<file path="src/rtl/branch_pkg.sv">
// Shared definitions for the branch unit: opcode encodings, FSM states and the
// helper that identifies branch-class opcodes.
package branch_pkg;

   localparam logic [4:0] OP_BGT = 5'h0D;
   localparam logic [4:0] OP_BEQ = 5'h0E;
   localparam logic [4:0] OP_BGE = 5'h0F;
   localparam logic [4:0] OP_BLT = 5'h10;
   localparam logic [4:0] OP_BLE = 5'h11;
   localparam logic [4:0] OP_BRN = 5'h12;
   localparam logic [4:0] OP_BNE = 5'h13;

   typedef enum logic [1:0] {
      ST_IDLE = 2'd0,
      ST_RES  = 2'd1,
      ST_HOLD = 2'd2
   } state_t;

   // Branch encodings are contiguous, so a range test covers the whole set.
   function automatic logic is_branch(input logic [4:0] op);
      return (op >= OP_BGT) && (op <= OP_BNE);
   endfunction

endpackage

</file>
<file path="src/rtl/branch_cmp.sv">
// Combinational condition evaluator: signed/unsigned compare selected by opcode.
// Non-branch opcodes always evaluate not-taken.
module branch_cmp
   import branch_pkg::*;
#(
   parameter int DATA_W = 32
) (
   input  logic [DATA_W-1:0] i_x1,
   input  logic [DATA_W-1:0] i_x2,
   input  logic              i_cmp_signed,
   input  logic [4:0]        i_opcode,
   output logic              o_cond,
   output logic              o_is_br
);

   logic w_eq;
   logic w_lt;

   assign w_eq    = (i_x1 == i_x2);
   assign w_lt    = i_cmp_signed ? ($signed(i_x1) < $signed(i_x2)) : (i_x1 < i_x2);
   assign o_is_br = is_branch(i_opcode);

   // NOTE: o_cond gets a default before the case so no path leaves it unassigned,
   // which would otherwise infer a latch.
   always_comb begin
      o_cond = 1'b0;
      case (i_opcode)
         OP_BGT:  o_cond = !w_lt && !w_eq;
         OP_BEQ:  o_cond = w_eq;
         OP_BGE:  o_cond = !w_lt;
         OP_BLT:  o_cond = w_lt;
         OP_BLE:  o_cond = w_lt || w_eq;
         OP_BRN:  o_cond = 1'b1;
         OP_BNE:  o_cond = !w_eq;
         default: o_cond = 1'b0;
      endcase
   end

endmodule

</file>
<file path="src/rtl/branch_unit_seq.sv">
// Registered branch-resolution unit: accepts one op per handshake, pulses the
// resolution one cycle later, holds a redirect until acked, and keeps saturating stats.
module branch_unit_seq
   import branch_pkg::*;
#(
   parameter int DATA_W = 32,
   parameter int ADDR_W = 16,
   parameter int IMM_W  = 16,
   parameter int CNT_W  = 16,
   parameter int REL_EN = 1
) (
   input  logic              clk,
   input  logic              rst,
   input  logic              in_valid,
   output logic              in_ready,
   input  logic [4:0]        opcode,
   input  logic              cmp_signed,
   input  logic              rel,
   input  logic [DATA_W-1:0] x1,
   input  logic [DATA_W-1:0] x2,
   input  logic [IMM_W-1:0]  imm,
   input  logic [ADDR_W-1:0] pc_in,
   output logic              res_valid,
   output logic              res_taken,
   output logic              redirect_valid,
   output logic [ADDR_W-1:0] redirect_addr,
   input  logic              redirect_ack,
   input  logic              flush,
   input  logic              cnt_clr,
   output logic [CNT_W-1:0]  br_count,
   output logic [CNT_W-1:0]  taken_count
);

   state_t            r_state;
   logic              r_cond;
   logic              r_is_br;
   logic [ADDR_W-1:0] r_target;
   logic              r_in_ready;
   logic              r_res_valid;
   logic              r_res_taken;
   logic              r_redirect_valid;
   logic [CNT_W-1:0]  r_br_count;
   logic [CNT_W-1:0]  r_taken_count;

   logic              w_cond;
   logic              w_is_br;
   logic              w_accept;
   logic              w_cnt_inc;
   logic [ADDR_W-1:0] w_imm_sext;
   logic [ADDR_W-1:0] w_imm_zext;
   logic [ADDR_W-1:0] w_target;

   branch_cmp #(.DATA_W(DATA_W)) u_cmp (
      .i_x1         (x1),
      .i_x2         (x2),
      .i_cmp_signed (cmp_signed),
      .i_opcode     (opcode),
      .o_cond       (w_cond),
      .o_is_br      (w_is_br)
   );

   generate
      if (IMM_W >= ADDR_W) begin : g_imm_trunc
         assign w_imm_sext = imm[ADDR_W-1:0];
         assign w_imm_zext = imm[ADDR_W-1:0];
      end else begin : g_imm_ext
         assign w_imm_sext = {{(ADDR_W-IMM_W){imm[IMM_W-1]}}, imm};
         assign w_imm_zext = {{(ADDR_W-IMM_W){1'b0}}, imm};
      end
   endgenerate

   assign w_target  = (rel && (REL_EN != 0)) ? (pc_in + w_imm_sext) : w_imm_zext;
   assign w_accept  = (r_state == ST_IDLE) && in_valid && !flush;
   assign w_cnt_inc = (r_state == ST_RES) && r_is_br;

   // NOTE: all state uses non-blocking assignments so every register samples
   // the pre-edge values regardless of statement order.
   always_ff @(posedge clk) begin
      if (rst) begin
         r_state          <= ST_IDLE;
         r_cond           <= 1'b0;
         r_is_br          <= 1'b0;
         r_target         <= '0;
         r_in_ready       <= 1'b1;
         r_res_valid      <= 1'b0;
         r_res_taken      <= 1'b0;
         r_redirect_valid <= 1'b0;
      end else if (flush) begin
         r_state          <= ST_IDLE;
         r_in_ready       <= 1'b1;
         r_res_valid      <= 1'b0;
         r_res_taken      <= 1'b0;
         r_redirect_valid <= 1'b0;
      end else begin
         case (r_state)
            ST_IDLE: begin
               if (w_accept) begin
                  r_state          <= ST_RES;
                  r_cond           <= w_cond;
                  r_is_br          <= w_is_br;
                  r_target         <= w_target;
                  r_in_ready       <= 1'b0;
                  r_res_valid      <= 1'b1;
                  r_res_taken      <= w_cond;
                  r_redirect_valid <= w_cond;
               end
            end
            ST_RES: begin
               r_res_valid <= 1'b0;
               r_res_taken <= 1'b0;
               if (r_cond && !redirect_ack) begin
                  r_state <= ST_HOLD;
               end else begin
                  r_state          <= ST_IDLE;
                  r_in_ready       <= 1'b1;
                  r_redirect_valid <= 1'b0;
               end
            end
            ST_HOLD: begin
               if (redirect_ack) begin
                  r_state          <= ST_IDLE;
                  r_in_ready       <= 1'b1;
                  r_redirect_valid <= 1'b0;
               end
            end
            default: begin
               r_state          <= ST_IDLE;
               r_in_ready       <= 1'b1;
               r_res_valid      <= 1'b0;
               r_res_taken      <= 1'b0;
               r_redirect_valid <= 1'b0;
            end
         endcase
      end
   end

   // Kept apart from the FSM so a flush during RES still lets the stats update.
   always_ff @(posedge clk) begin
      if (rst || cnt_clr) begin
         r_br_count    <= '0;
         r_taken_count <= '0;
      end else if (w_cnt_inc) begin
         if (r_br_count != '1) r_br_count <= r_br_count + 1'b1;
         if (r_cond && (r_taken_count != '1)) r_taken_count <= r_taken_count + 1'b1;
      end
   end

   assign in_ready       = r_in_ready;
   assign res_valid      = r_res_valid;
   assign res_taken      = r_res_taken;
   assign redirect_valid = r_redirect_valid;
   assign redirect_addr  = r_target;
   assign br_count       = r_br_count;
   assign taken_count    = r_taken_count;

endmodule
</file>
<file path="config.mk">
export PLATFORM = sky130hd
export DESIGN_NAME = branch_unit_seq
export DESIGN_NICKNAME = d
export VERILOG_FILES = /design/src/rtl/branch_pkg.sv /design/src/rtl/branch_cmp.sv /design/src/rtl/branch_unit_seq.sv
export SDC_FILE = /design/constraint.sdc
export NUM_CORES = 1
export LEC_CHECK = 0
export BUFFER_PORTS_ARGS = -buffer_cell sky130_fd_sc_hd__buf_2
export CORE_ASPECT_RATIO = 0.9
export CORE_MARGIN = 2
export CORE_UTILIZATION = 40
export DETAILED_ROUTE_END_ITERATION = 7
export PLACE_DENSITY = 0.68
export SLEW_MARGIN = 10
export SYNTH_ARGS = -nofsm -noshare
export SYNTH_HDL_FRONTEND = slang
export SYNTH_SLANG_ARGS = --single-unit
</file>
<file path="constraint.sdc">
create_clock -name clk -period 2.6 [get_ports clk]
set_input_delay 0.39 -clock clk [delete_from_list [all_inputs] [get_ports clk]]
set_output_delay 0.39 -clock clk [all_outputs]
set_load 0.02 [all_outputs]
</file>
# After elaboration in Yosys (flattened, before gate mapping)
# Cells that the tools add are included.
[word_totals]
reg_bits = 56
out_inout_bits = 52
[op_classes]
n_addsub = 3
magnitude_cmp = 4
n_eq_ne = 15
mux = 18
n_bitwise = 2
reduce_logical = 21
[ops]
columns = ["cell", "n"]
rows = [
  ["$lt 32x32->1", 2],
  ["$add 16x1->16 const B", 2],
  ["$eq 32x32->1", 1],
  ["$ne 16x16->1 const B", 2],
  ["$eq 5x5->1 const B", 4],
  ["$add 16x16->16", 1],
  ["$mux 16", 1],
  ["$eq 5x4->1 const B", 3],
  ["$mux 1", 8],
  ["$reduce_and 2->1", 4],
  ["$logic_and 1x1->1", 7],
  ["$pmux 1 s7", 1],
  ["$mux 2", 3],
  ["$ne 2x2->1 const B", 3],
  ["$pmux 1 s3", 2],
  ["$pmux 2 s3", 1],
  ["$reduce_and 3->1", 2],
  ["$ge 5x4->1 const B", 1],
  ["$le 5x5->1 const B", 1],
  ["$logic_not 1->1", 4],
  ["$pmux 1 s2", 2],
  ["$eq 2x1->1 const B", 1],
  ["$eq 2x2->1 const B", 1],
  ["$logic_not 2->1", 1],
  ["3 further kinds", 5],
]

# Longest topological paths before layout
# Gate-level depths: netlist of the first run.
[logic_depth]
ltp_word = 7
ltp_mapped = 11
depth_no_buf = 11

# Modules after synthesis
# A second synthesis of the first run with hierarchy kept.
[hier_totals]
cells_unflattened = 518
hier_area_um2 = 4139.0
[modules_own_cells]
columns = ["module", "instances", "cells_each", "area_each_um2"]
rows = [
  ["branch_unit_seq", 1, 384, 3209.3],
  ["branch_cmp", 1, 134, 929.6],
]

# Worst setup path after synthesis of the first run
# OpenSTA, ideal clock, no wires.
[synth_path]
path_type = "input to register"
startpoint = "input port x2[31]"
endpoint = "register r_cond"
arrival_time_ps = 2219
t_required_ps = 2521
slack_ps = 302
cell_stages = 10
n_path_buf = 0
cell_sequence = "inv_1 -> ha_1 -> and4_1 -> nand3_2 -> nor4_4 -> inv_2 -> o2111a_1 -> a211o_1 -> o211a_1 -> a211oi_2"
[synth_between]
elab_chain_cells = 5
[synth_rtl]
columns = ["element", "line_no", "rtl"]
rows = [
  ["start: declaration", "branch_unit_seq.sv:20", "input logic [DATA_W-1:0] x2,"],
  ["$lt 32x32->1", "branch_cmp.sv:20", "assign w_lt = i_cmp_signed ? ($signed(i_x1) < $signed(i_x2)) : (i_x1 < i_x2);"],
  ["$mux 1", "branch_cmp.sv:20", ""],
  ["$logic_not 1->1", "branch_cmp.sv:28, branch_cmp.sv:30", ""],
  ["$logic_and 1x1->1", "branch_cmp.sv:28", "OP_BGT: o_cond = !w_lt && !w_eq;"],
  ["$pmux 1 s7 *", "branch_cmp.sv:27", "case (i_opcode)"],
  ["end signal: assignment", "branch_unit_seq.sv:99", "r_cond <= w_cond;"],
  ["end: declaration", "branch_unit_seq.sv:35", "logic r_cond;"],
]
# Mark *: on every way between the ends. The rest lies on a longest branch, timed or not.
# A chain may end at the register's enable or synchronous reset.

# Final worst setup path of the first run
[layout_path]
startpoint = "input port imm[0]"
endpoint = "register r_target[14] (netlist: redirect_addr[14])"
[layout_between]
elab_chain_cells = 2
[layout_rtl]
columns = ["element", "line_no", "rtl"]
rows = [
  ["start: declaration", "branch_unit_seq.sv:21", "input logic [IMM_W-1:0] imm,"],
  ["$add 16x16->16", "branch_unit_seq.sv:72", "assign w_target = (rel && (REL_EN != 0)) ? (pc_in + w_imm_sext) : w_imm_zext;"],
  ["$mux 16", "branch_unit_seq.sv:72", ""],
  ["end signal: assignment", "branch_unit_seq.sv:101", "r_target <= w_target;"],
  ["end: declaration", "branch_unit_seq.sv:37", "logic [ADDR_W-1:0] r_target;"],
]
# No other way between the ends.

==> out/results.txt, run 1 <==
dpl hpwl - 8460 µm
synthesized instance count - 515
reg2reg setup slack - 0.36 ns
post-synthesis simple-gate area fraction - 23.1%
# diodes - 0
DR WL/cell - 12.9 µm
PD cells - 433 mW/mm²
first-pass GRT wire length - 17600 µm
post-synthesis compound-gate area fraction - 19.1%
CP max-delay cell - fa_1
Cells after DPL - 802
Post-CTS Setup Repair Bufs - 0
mux contribution to synthesized area - 3.66%
root buffer cell - clkbuf_16
fin. max-slew vios - 0
Tot Pwr - 2310 µW
slew margin rel. - 59.8%
CTS tree - yes
final setup skew - 0.00963 ns
Synth Flop Type - dfxtp_1
Max Freq - 0.427 GHz
crit path kind - input port to flop
CP Cell Sequence - buf_2 > ha_1 > inv_1 > fa_1 > nor2b_1 > o21ai_0 > a21oi_1 > o211ai_1 > nand4b_1 > o21ai_0 > mux2_2 > a311oi_1
Final WS setup - 0.256 ns
port bufs - 160
Synth Warn # - 0
Crit path arrival time - 2.55 ns
CTS Buffer Depth - 2
WL final - 10500 µm
via/cell ratio - 5.17
Synth-to-Final Area Change - 28.5%
Die W - 111 µm
maximum vdd drop - 317 µV
grt total ovfl - 0
vias in the first global route - 3935
synthesized cell area - 0.00414 mm²
share of layout cells above drive strength 1 - 28.4%
leak pwr - 0.00256 µW
Vias - 4179
Final min period - 2.34 ns
Critical R2R Launch - br_count[0]
Initial Utilization - 40.8%
max incr delay on CP - 0.38 ns
CP required - 2.80 ns
final net count - 839
Setup crit end - redirect_addr[14]
Least-Margin Pin Slew - 0.603 ns
main combinational cell family by area after synthesis - simple AND/OR/NAND/NOR gates
iteration count of the initial detailed-routing pass - 4
crit-path max FO - 4
clock slew at reported path FFs - 0.07 ns
Synth Area in XOR/XNOR - 5.92%
site row count - 35
Routed Antenna Nets - 0
initial DRC count - 161
die area - 0.0112 mm²
Hold-fix buffers, CTS - 0
largest net degree at the start of global routing - 33
Hold WC Path Type - input port to flop
reg2reg path depth - 9
unrepaired setup endpoints after global routing - false
syn_area_per_cell - 8.04 µm²
routability cong. - 0.869
io pins - 161
sequential element share of the synthesized area - 27.1%
GRT Total Usage - 18.4%
max_cap viols - 0
CP dominant cell by count - o21ai_0
Die H - 101 µm
Final setup viols - 0
initial antenna violation count - 0
H-tree depth - 2
#FFs+latches synth - 56
CP startpoint - imm[0]
FF-to-FF End - br_count[15]
post-CTS sizing - 0
Post-Synth Adder-Cell Area - 15.3%
core area - 0.0102 mm²
Fin. Hold Viols - 0
TritonCTS Buffers - 5
number of synthesized flops with an enable pin - 0
final period utilization - 90.1%
CP endpoint kind - flop
status - complete, no violations
Startpoint Class - input port
fin cells - 809
dpl ws - -0.0158 ns
CTS sink cnt - 56
synthesized net count - 674
Residual DRC - 0
later-pin clock latency in the skew report - 0.29 ns
Async S/R FF share, synth - 0%
Unique masters post-synth - 55
-- report_power, final --
part	internal [µW]	switching, µW	leakage [µW]
clock	548	322	0.0000899
combinational	256	289	0.00201
sequential	880	12.2	0.000455
-- cell families (layout without fill, tap and decap cells) --
group	count (synthesis)	count (layout)
AOI/OAI and AO/OA	118	118
xor gates and xnor gates	28	28
adders and majority gates	50	50
buffers and inverters	63	228
DFF	56	56
muxes	15	15
and+or+nand+nor	185	185
-- registers in the layout, indices dropped and copies added, names as in the netlist --
register,cells
r_cond,1
redirect_valid,1
r_is_br,1
taken_count,16
br_count,16
in_ready,1
r_state,2
redirect_addr,16
res_valid,1
res_taken,1
-- final cells by class --
cell class | instances | area, µm²
repair buffers | 171 | 883
well taps | 129 | 161
flip-flops and latches | 56 | 1120
fillers | 970 | 4840
inverters | 50 | 188
clock inverters | 2 | 60.1
multi-input cells | 396 | 2780
clock buffers | 5 | 125
-- critical path, delay by kind of cell --
kind            cells  cell delay [ns]
simple gates        2             0.25
mux                 1             0.28
buf+inv             2             0.15
fa+ha+maj           2             0.55
compound gates      5             0.93
-- synth_stat cells (all sizes together) (14+ instances only) --
library cell,count,area share [%]
dfxtp,56,27
nor2,54,4.9
inv,50,4.5
ha,49,15
a21oi,32,3.9
nand2,32,2.9
o21ai,25,3.0
a211oi,19,3.6
nand3,18,2.3
mux2i,14,3.4
or3,14,2.1
xnor2,14,3.0
xor2,14,3.0
-- how the worst min path moves through the flow --
stage,from,to,slack (ns),cells past startpoint
2_1_floorplan,redirect_ack,r_state[1],0.47,1
3_3_place_gp,redirect_addr[1],redirect_addr[1],0.44,2
3_5_place_dp,redirect_addr[1],redirect_addr[1],0.45,2
4_1_cts,redirect_ack,r_state[1],0.29,2
5_1_grt,redirect_ack,r_state[1],0.29,2
6_report,redirect_ack,r_state[1],0.30,2
-- placed cells by master (no fill, tap or decap), drive strengths merged, types with 9 or more instances in the layout --
cell type,n
nand3,18
dfxtp,56
nor2b,13
xor2,14
or3,14
nand2,32
nor3,11
nor2,54
mux2i,14
a21oi,32
xnor2,14
ha,49
o21ai,25
nand4,9
buf,171
a211oi,19
inv,50
-- stage by stage --
stage	setup TNS, ns	util (%)	cell area (µm²)	hold WS, ns
after detailed placement	-0.0158	50.6	5140	0.452
after global routing	0	52.4	5320	0.295
after CTS	0	52.4	5320	0.294
final	0	52.4	5320	0.299
after floorplan	0	-	4140	0.468
after global placement	0	50.6	5140	0.443
-- metal layers --
layer	global-route usage (%)	part of all wire, %	wire length (µm)	vias up
li1	-	-	-	2157
met1	23.7	45	4670	1893
met2	32.9	49	5120	116
met3	2.71	4.9	513	13
met4	4.46	1.5	159	0
met5	0	0	0	-
Note: power is estimated with default switching activity, not from simulation.
==> run 2: changes to the inputs <==
--- a/config.mk
+++ b/config.mk
@@ -8,9 +8,9 @@
 export BUFFER_PORTS_ARGS = -buffer_cell sky130_fd_sc_hd__buf_2
 export CORE_ASPECT_RATIO = 0.9
 export CORE_MARGIN = 2
-export CORE_UTILIZATION = 40
+export CORE_UTILIZATION = 50
 export DETAILED_ROUTE_END_ITERATION = 7
-export PLACE_DENSITY = 0.68
+export PLACE_DENSITY = 0.82
 export SLEW_MARGIN = 10
 export SYNTH_ARGS = -nofsm -noshare
 export SYNTH_HDL_FRONTEND = slang
==> run 2 against run 1 <==
Net effect: critical path depth decreased by 1; core utilization increased by 12 points; fmax increased by 2.3%; sequential share of layout area increased by 0.64 points; cell count decreased by 4.1%; critical path type unchanged; critical endpoint is now r_cond; largest power group unchanged.
==> out/results.txt, run 2 (synthesis results as in run 1) <==
status - complete, no violations (unchanged)
clock slew at reported path FFs - 0.11 ns (was 0.07 ns)
maximum vdd drop - 231 µV (was 317 µV)
Synth-to-Final Area Change - 24.7% (was 28.5%)
CTS tree - yes (unchanged)
largest net degree at the start of global routing - 37 (was 33)
Hold Slack - 0.264 ns (was 0.299 ns)
CP endpoint kind - flop (unchanged)
GR Util met3 - 3.48% (was 2.71%)
Startpoint Class - input port (unchanged)
Die W - 99.9 µm (was 111 µm)
Vias - 4253 (was 4179)
PD cells - 374 mW/mm² (was 433 mW/mm²)
Residual DRC - 0 (unchanged)
Final min period - 2.29 ns (was 2.34 ns)
CTS sink cnt - 56 (unchanged)
DR WL/cell - 13.5 µm (was 12.9 µm)
first-pass GRT wire length - 17400 µm (was 17600 µm)
grt total ovfl - 0 (unchanged)
Hold-fix buffers, CTS - 0 (unchanged)
initial DRC count - 129 (was 161)
vias in the first global route - 4126 (was 3935)
initial antenna violation count - 0 (unchanged)
commonest non-fill, non-tap cell in the layout - buf_2 (unchanged)
WL final - 10500 µm (about the same)
fin. max-slew vios - 0 (unchanged)
Max Freq - 0.437 GHz (was 0.427 GHz)
Final Cell Area - 0.00516 mm² (was 0.00532 mm²)
GRT Total Usage - 22.9% (was 18.4%)
crit path kind - input port to flop (unchanged)
# diodes - 0 (unchanged)
M1 GR Usage - 26.3% (was 23.7%)
CP required - 2.83 ns (was 2.80 ns)
Post-CTS Setup Repair Bufs - 0 (unchanged)
core area - 0.00803 mm² (was 0.0102 mm²)
final setup skew - 0.0144 ns (was 0.00963 ns)
crit-path max FO - 3 (was 4)
site row count - 31 (was 35)
H-tree depth - 2 (unchanged)
io pins - 161 (unchanged)
Least-Margin Pin Slew - 0.603 ns (about the same)
TritonCTS Buffers - 5 (unchanged)
die area - 0.00903 mm² (was 0.0112 mm²)
unrepaired setup endpoints after global routing - false (unchanged)
port bufs - 160 (unchanged)
Die H - 90.3 µm (was 101 µm)
share of layout cells above drive strength 1 - 28.2% (was 28.4%)
final period utilization - 88.1% (was 90.1%)
max_cap viols - 0 (unchanged)
slew margin rel. - 59.8% (about the same)
root buffer cell - clkbuf_8 (was clkbuf_16)
post-place instance area - 0.00507 mm² (was 0.00514 mm²)
leak pwr - 0.00250 µW (was 0.00256 µW)
Final setup viols - 0 (unchanged)
CTS Buffer Depth - 2 (unchanged)
Initial Utilization - 51.6% (was 40.8%)
final net count - 835 (was 839)
Routed Antenna Nets - 0 (unchanged)
iteration count of the initial detailed-routing pass - 4 (unchanged)
via/cell ratio - 5.48 (was 5.17)
most frequent cells in the layout - buf_2, dfxtp_1, nor2_1 (unchanged)
later-pin clock latency in the skew report - 0.31 ns (was 0.29 ns)
GRT Max-Usage Layer - met2 (unchanged)
Hold WC Path Type - input port to flop (unchanged)
Fin. Hold Viols - 0 (unchanged)
routability cong. - 0.963 (was 0.869)
dpl hpwl - 8560 µm (was 8460 µm)
routing usage on met2 - 43.4% (was 32.9%)
Crit path arrival time - 2.52 ns (was 2.55 ns)
post-CTS sizing - 0 (unchanged)
run 2: path summary, 6_finish.rpt:
check / startpoint / end / cells past startpoint / slack, ns
setup / recovery: x2[1] / r_cond / 11 / 0.31
hold / removal: redirect_ack / r_state[1] / 2 / 0.26
setup reg to reg: br_count[0] / br_count[15] / 9 / 0.35
hold reg to reg: redirect_addr[1] / redirect_addr[1] / 2 / 0.46
run 2: routing by layer:
| metal | up-vias | wire length, µm |
|---|---|---|
| li1 | 2159 | - |
| met1 | 1955 | 4440 |
| met2 | 122 | 5370 |
| met3 | 17 | 509 |
| met4 | 0 | 184 |
| met5 | - | 0 |
run 2: worst max-delay path, cell delays in order:
cell and delay [ns]:
buf_2 0.08, inv_1 0.03, ha_1 0.29, nor2b_1 0.14, o211ai_1 0.09, a2111oi_0 0.49
a211oi_1 0.11, o2111a_1 0.28, a211oi_1 0.30, nor3_1 0.11, a211oi_2 0.21
run 2: cell type report:
type                       instances  area [µm²]
clock buffer                       5        68.8
clock inverter                     3        22.5
fill                             698        2870
inverter                          50         188
multi-input combinational        396        2790
sequential                        56        1120
tap                               99         124
timing repair buffer             167         853
run 2: stage by stage:
stage	power (µW)	instances	TNS, ns	util [%]	setup WS (ns)
2_1_floorplan	1260	515	0	-	0.302
3_3_place_gp	1430	768	0	63.1	0.0862
3_5_place_dp	1460	768	-0.0221	63.1	-0.0116
4_1_cts	1940	776	0	64.3	0.304
5_1_grt	2050	776	0	64.3	0.0883
6_report	1930	776	0	64.3	0.309
run 2: where the power goes:
| group | switching (µW) | leakage (µW) | internal (µW) |
|---|---|---|---|
| combinational | 295 | 0.00199 | 254 |
| clock | 294 | 0.0000485 | 194 |
| sequential | 13.9 | 0.000455 | 880 |
==> run 3: changes to the inputs <==
--- a/config.mk
+++ b/config.mk
@@ -8,9 +8,9 @@
 export BUFFER_PORTS_ARGS = -buffer_cell sky130_fd_sc_hd__buf_2
 export CORE_ASPECT_RATIO = 0.9
 export CORE_MARGIN = 2
-export CORE_UTILIZATION = 50
+export CORE_UTILIZATION = 51
 export DETAILED_ROUTE_END_ITERATION = 7
-export PLACE_DENSITY = 0.82
+export PLACE_DENSITY = 0.83
 export SLEW_MARGIN = 10
 export SYNTH_ARGS = -nofsm -noshare
 export SYNTH_HDL_FRONTEND = slang
==> constraint.sdc (replaced) <==
create_clock -name clk -period 2.7 [get_ports clk]
set_input_delay 0.405 -clock clk [delete_from_list [all_inputs] [get_ports clk]]
set_output_delay 0.405 -clock clk [all_outputs]
set_load 0.02 [all_outputs]
==> run 3 against run 2 <==
Net effect: critical path depth rose by 1; power fell by 4.5%; via count fell by 1.2%; register-to-register slack improved by 0.07 ns; final area fell by 0.70%; sequential cell count did not move; combinational power fell by 6.6%; core utilization rose by 0.17 points; first-iteration DRC count fell by 15%; clock skew rose by 0.0014 ns; hold slack improved by 0.030 ns.
==> out/results.txt, run 3 (synthesis results as in run 1) <==
initial antenna violation count - 0 (unchanged)
Synth-to-Final Area Change - 23.8% (was 24.7%)
grt total ovfl - 0 (unchanged)
io pins - 161 (unchanged)
Final Cell Area - 0.00513 mm² (was 0.00516 mm²)
FF-to-FF End - br_count[15] (unchanged)
share of layout cells above drive strength 1 - 27.5% (was 28.2%)
largest net degree at the start of global routing - 37 (unchanged)
max_cap viols - 0 (unchanged)
Critical R2R Launch - br_count[0] (unchanged)
iteration count of the initial detailed-routing pass - 5 (was 4)
initial DRC count - 110 (was 129)
post-place instance area - 0.00504 mm² (was 0.00507 mm²)
TritonCTS Buffers - 5 (unchanged)
Least-Margin Pin Slew - 0.607 ns (was 0.603 ns)
CP required - 2.92 ns (was 2.83 ns)
routability cong. - 0.976 (was 0.963)
CTS tree - yes (unchanged)
DR WL/cell - 13.1 µm (was 13.5 µm)
WL final - 10100 µm (was 10500 µm)
Fin. Hold Viols - 0 (unchanged)
clock slew at reported path FFs - 0.10 ns (was 0.11 ns)
vias in the first global route - 3943 (was 4126)
Die H - 89.5 µm (was 90.3 µm)
Max Freq - 0.416 GHz
unrepaired setup endpoints after global routing - false (unchanged)
Startpoint Class - input port (unchanged)
H-tree depth - 2 (unchanged)
port bufs - 160 (unchanged)
fin. max-slew vios - 0 (unchanged)
GRT Total Usage - 21.9% (was 22.9%)
# diodes - 0 (unchanged)
Hold-fix buffers, CTS - 0 (unchanged)
Residual DRC - 0 (unchanged)
crit-path max FO - 4 (was 3)
PD cells - 359 mW/mm² (was 374 mW/mm²)
final net count - 831 (was 835)
dpl hpwl - 8110 µm (was 8560 µm)
final setup skew - 0.0158 ns (was 0.0144 ns)
status - complete, no violations (unchanged)
Post-CTS Setup Repair Bufs - 0 (unchanged)
most frequent cells in the layout - buf_2, dfxtp_1, nor2_1 (unchanged)
root buffer cell - clkbuf_8 (unchanged)
Die W - 99.0 µm (was 99.9 µm)
Crit path arrival time - 2.63 ns (was 2.52 ns)
Final setup viols - 0 (unchanged)
hold endpoint - r_state[1] (unchanged)
Hold WC Path Type - input port to flop (unchanged)
reg2reg setup slack - 0.42 ns (was 0.35 ns)
Initial Utilization - 52.1% (was 51.6%)
site row count - 31 (unchanged)
sequential cell area - 0.00112 mm² (unchanged)
multi-input logic area - 0.00278 mm² (was 0.00279 mm²)
via/cell ratio - 5.44 (was 5.48)
core area - 0.00795 mm² (was 0.00803 mm²)
slew margin rel. - 59.5% (was 59.8%)
Final min period - 2.40 ns
leak pwr - 0.00247 µW (was 0.00250 µW)
Vias - 4203 (was 4253)
final core occ - 64.5% (was 64.3%)
post-CTS sizing - 0 (unchanged)
fillers - 717 (was 698)
crit path kind - input port to flop (unchanged)
final period utilization - 89.0%
Hold Slack - 0.294 ns (was 0.264 ns)
CTS Buffer Depth - 2 (unchanged)
later-pin clock latency in the skew report - 0.32 ns (was 0.31 ns)
commonest non-fill, non-tap cell in the layout - buf_2 (unchanged)
CTS sink cnt - 56 (unchanged)
Routed Antenna Nets - 0 (unchanged)
hold wc startpoint - redirect_ack (unchanged)
die area - 0.00886 mm² (was 0.00903 mm²)
first-pass GRT wire length - 16300 µm (was 17400 µm)
maximum vdd drop - 196 µV (was 231 µV)
reg2reg path depth - 9 (unchanged)
Hold Path Depth - 2 (unchanged)
CP endpoint kind - flop (unchanged)
==> run 3: cell count changes in the layout (fill, tap and decap cells not counted) <==
cell	change
inv_6	-1
clkinv_2	-1
clkinvlp_4	+1
a21oi_1	+1
buf_4	-4
clkbuf_1	+1
a21oi_2	-1
==> run 3: area by class of cell <==
type                            count  share of cell area (%)
Multi-Input combinational cell    396                    54.3
Sequential cell                    56                    21.9
Timing Repair Buffer              163                    16.1
Inverter                           50                    3.66
Tap cell                           99                    2.42
Clock buffer                        6                    1.42
Clock inverter                      2                   0.317
==> run 3: per-layer routing <==
metal  share of wire [%]  track usage [%]  vias up
met5                   0                0        -
met2                  49             41.6      123
met4                 2.0             7.47        0
met1                  43             25.4     1913
met3                 5.2             3.36       19
li1                    -                -     2148
==> run 3: report_power, final <==
group	total, µW	leakage [µW]	switching, µW	internal [µW]
combinational	512	0.00197	275	237
sequential	860	0.000455	12.7	847
clock	470	0.0000414	284	186
==> run 3: metrics by stage <==
| stage | setup WS, ns | power, µW | instances | TNS, ns |
|---|---|---|---|---|
| after global placement | 0.127 | 1370 | 764 | 0 |
| after CTS | 0.336 | 1860 | 772 | 0 |
| after global routing | 0.113 | 1960 | 772 | 0 |
| after floorplan | 0.387 | 1210 | 515 | 0 |
| after detailed placement | -0.0000191 | 1390 | 764 | -0.0000191 |
| final | 0.297 | 1840 | 772 | 0 |
==> run 3: worst max path at each step <==
stage                                   end    from  depth (start not counted)  slack, ns
final                     redirect_addr[14]  imm[0]                         12       0.30
after global routing       redirect_addr[8]  imm[0]                         12       0.11
after CTS                 redirect_addr[14]  imm[0]                         12       0.34
after detailed placement  redirect_addr[14]  imm[0]                         12   -0.00002
after global placement    redirect_addr[14]  imm[0]                         12       0.13
after floorplan                      r_cond  x2[31]                         10       0.39
==> run 3: worst max-delay path, cell delays in order <==
cell	delay [ns]
buf_2	0.09
ha_1	0.19
inv_1	0.07
fa_1	0.40
nor2b_1	0.16
o21ai_0	0.11
a21oi_1	0.32
o211ai_1	0.17
nand4b_1	0.11
o21ai_0	0.09
mux2_2	0.28
a311oi_1	0.23
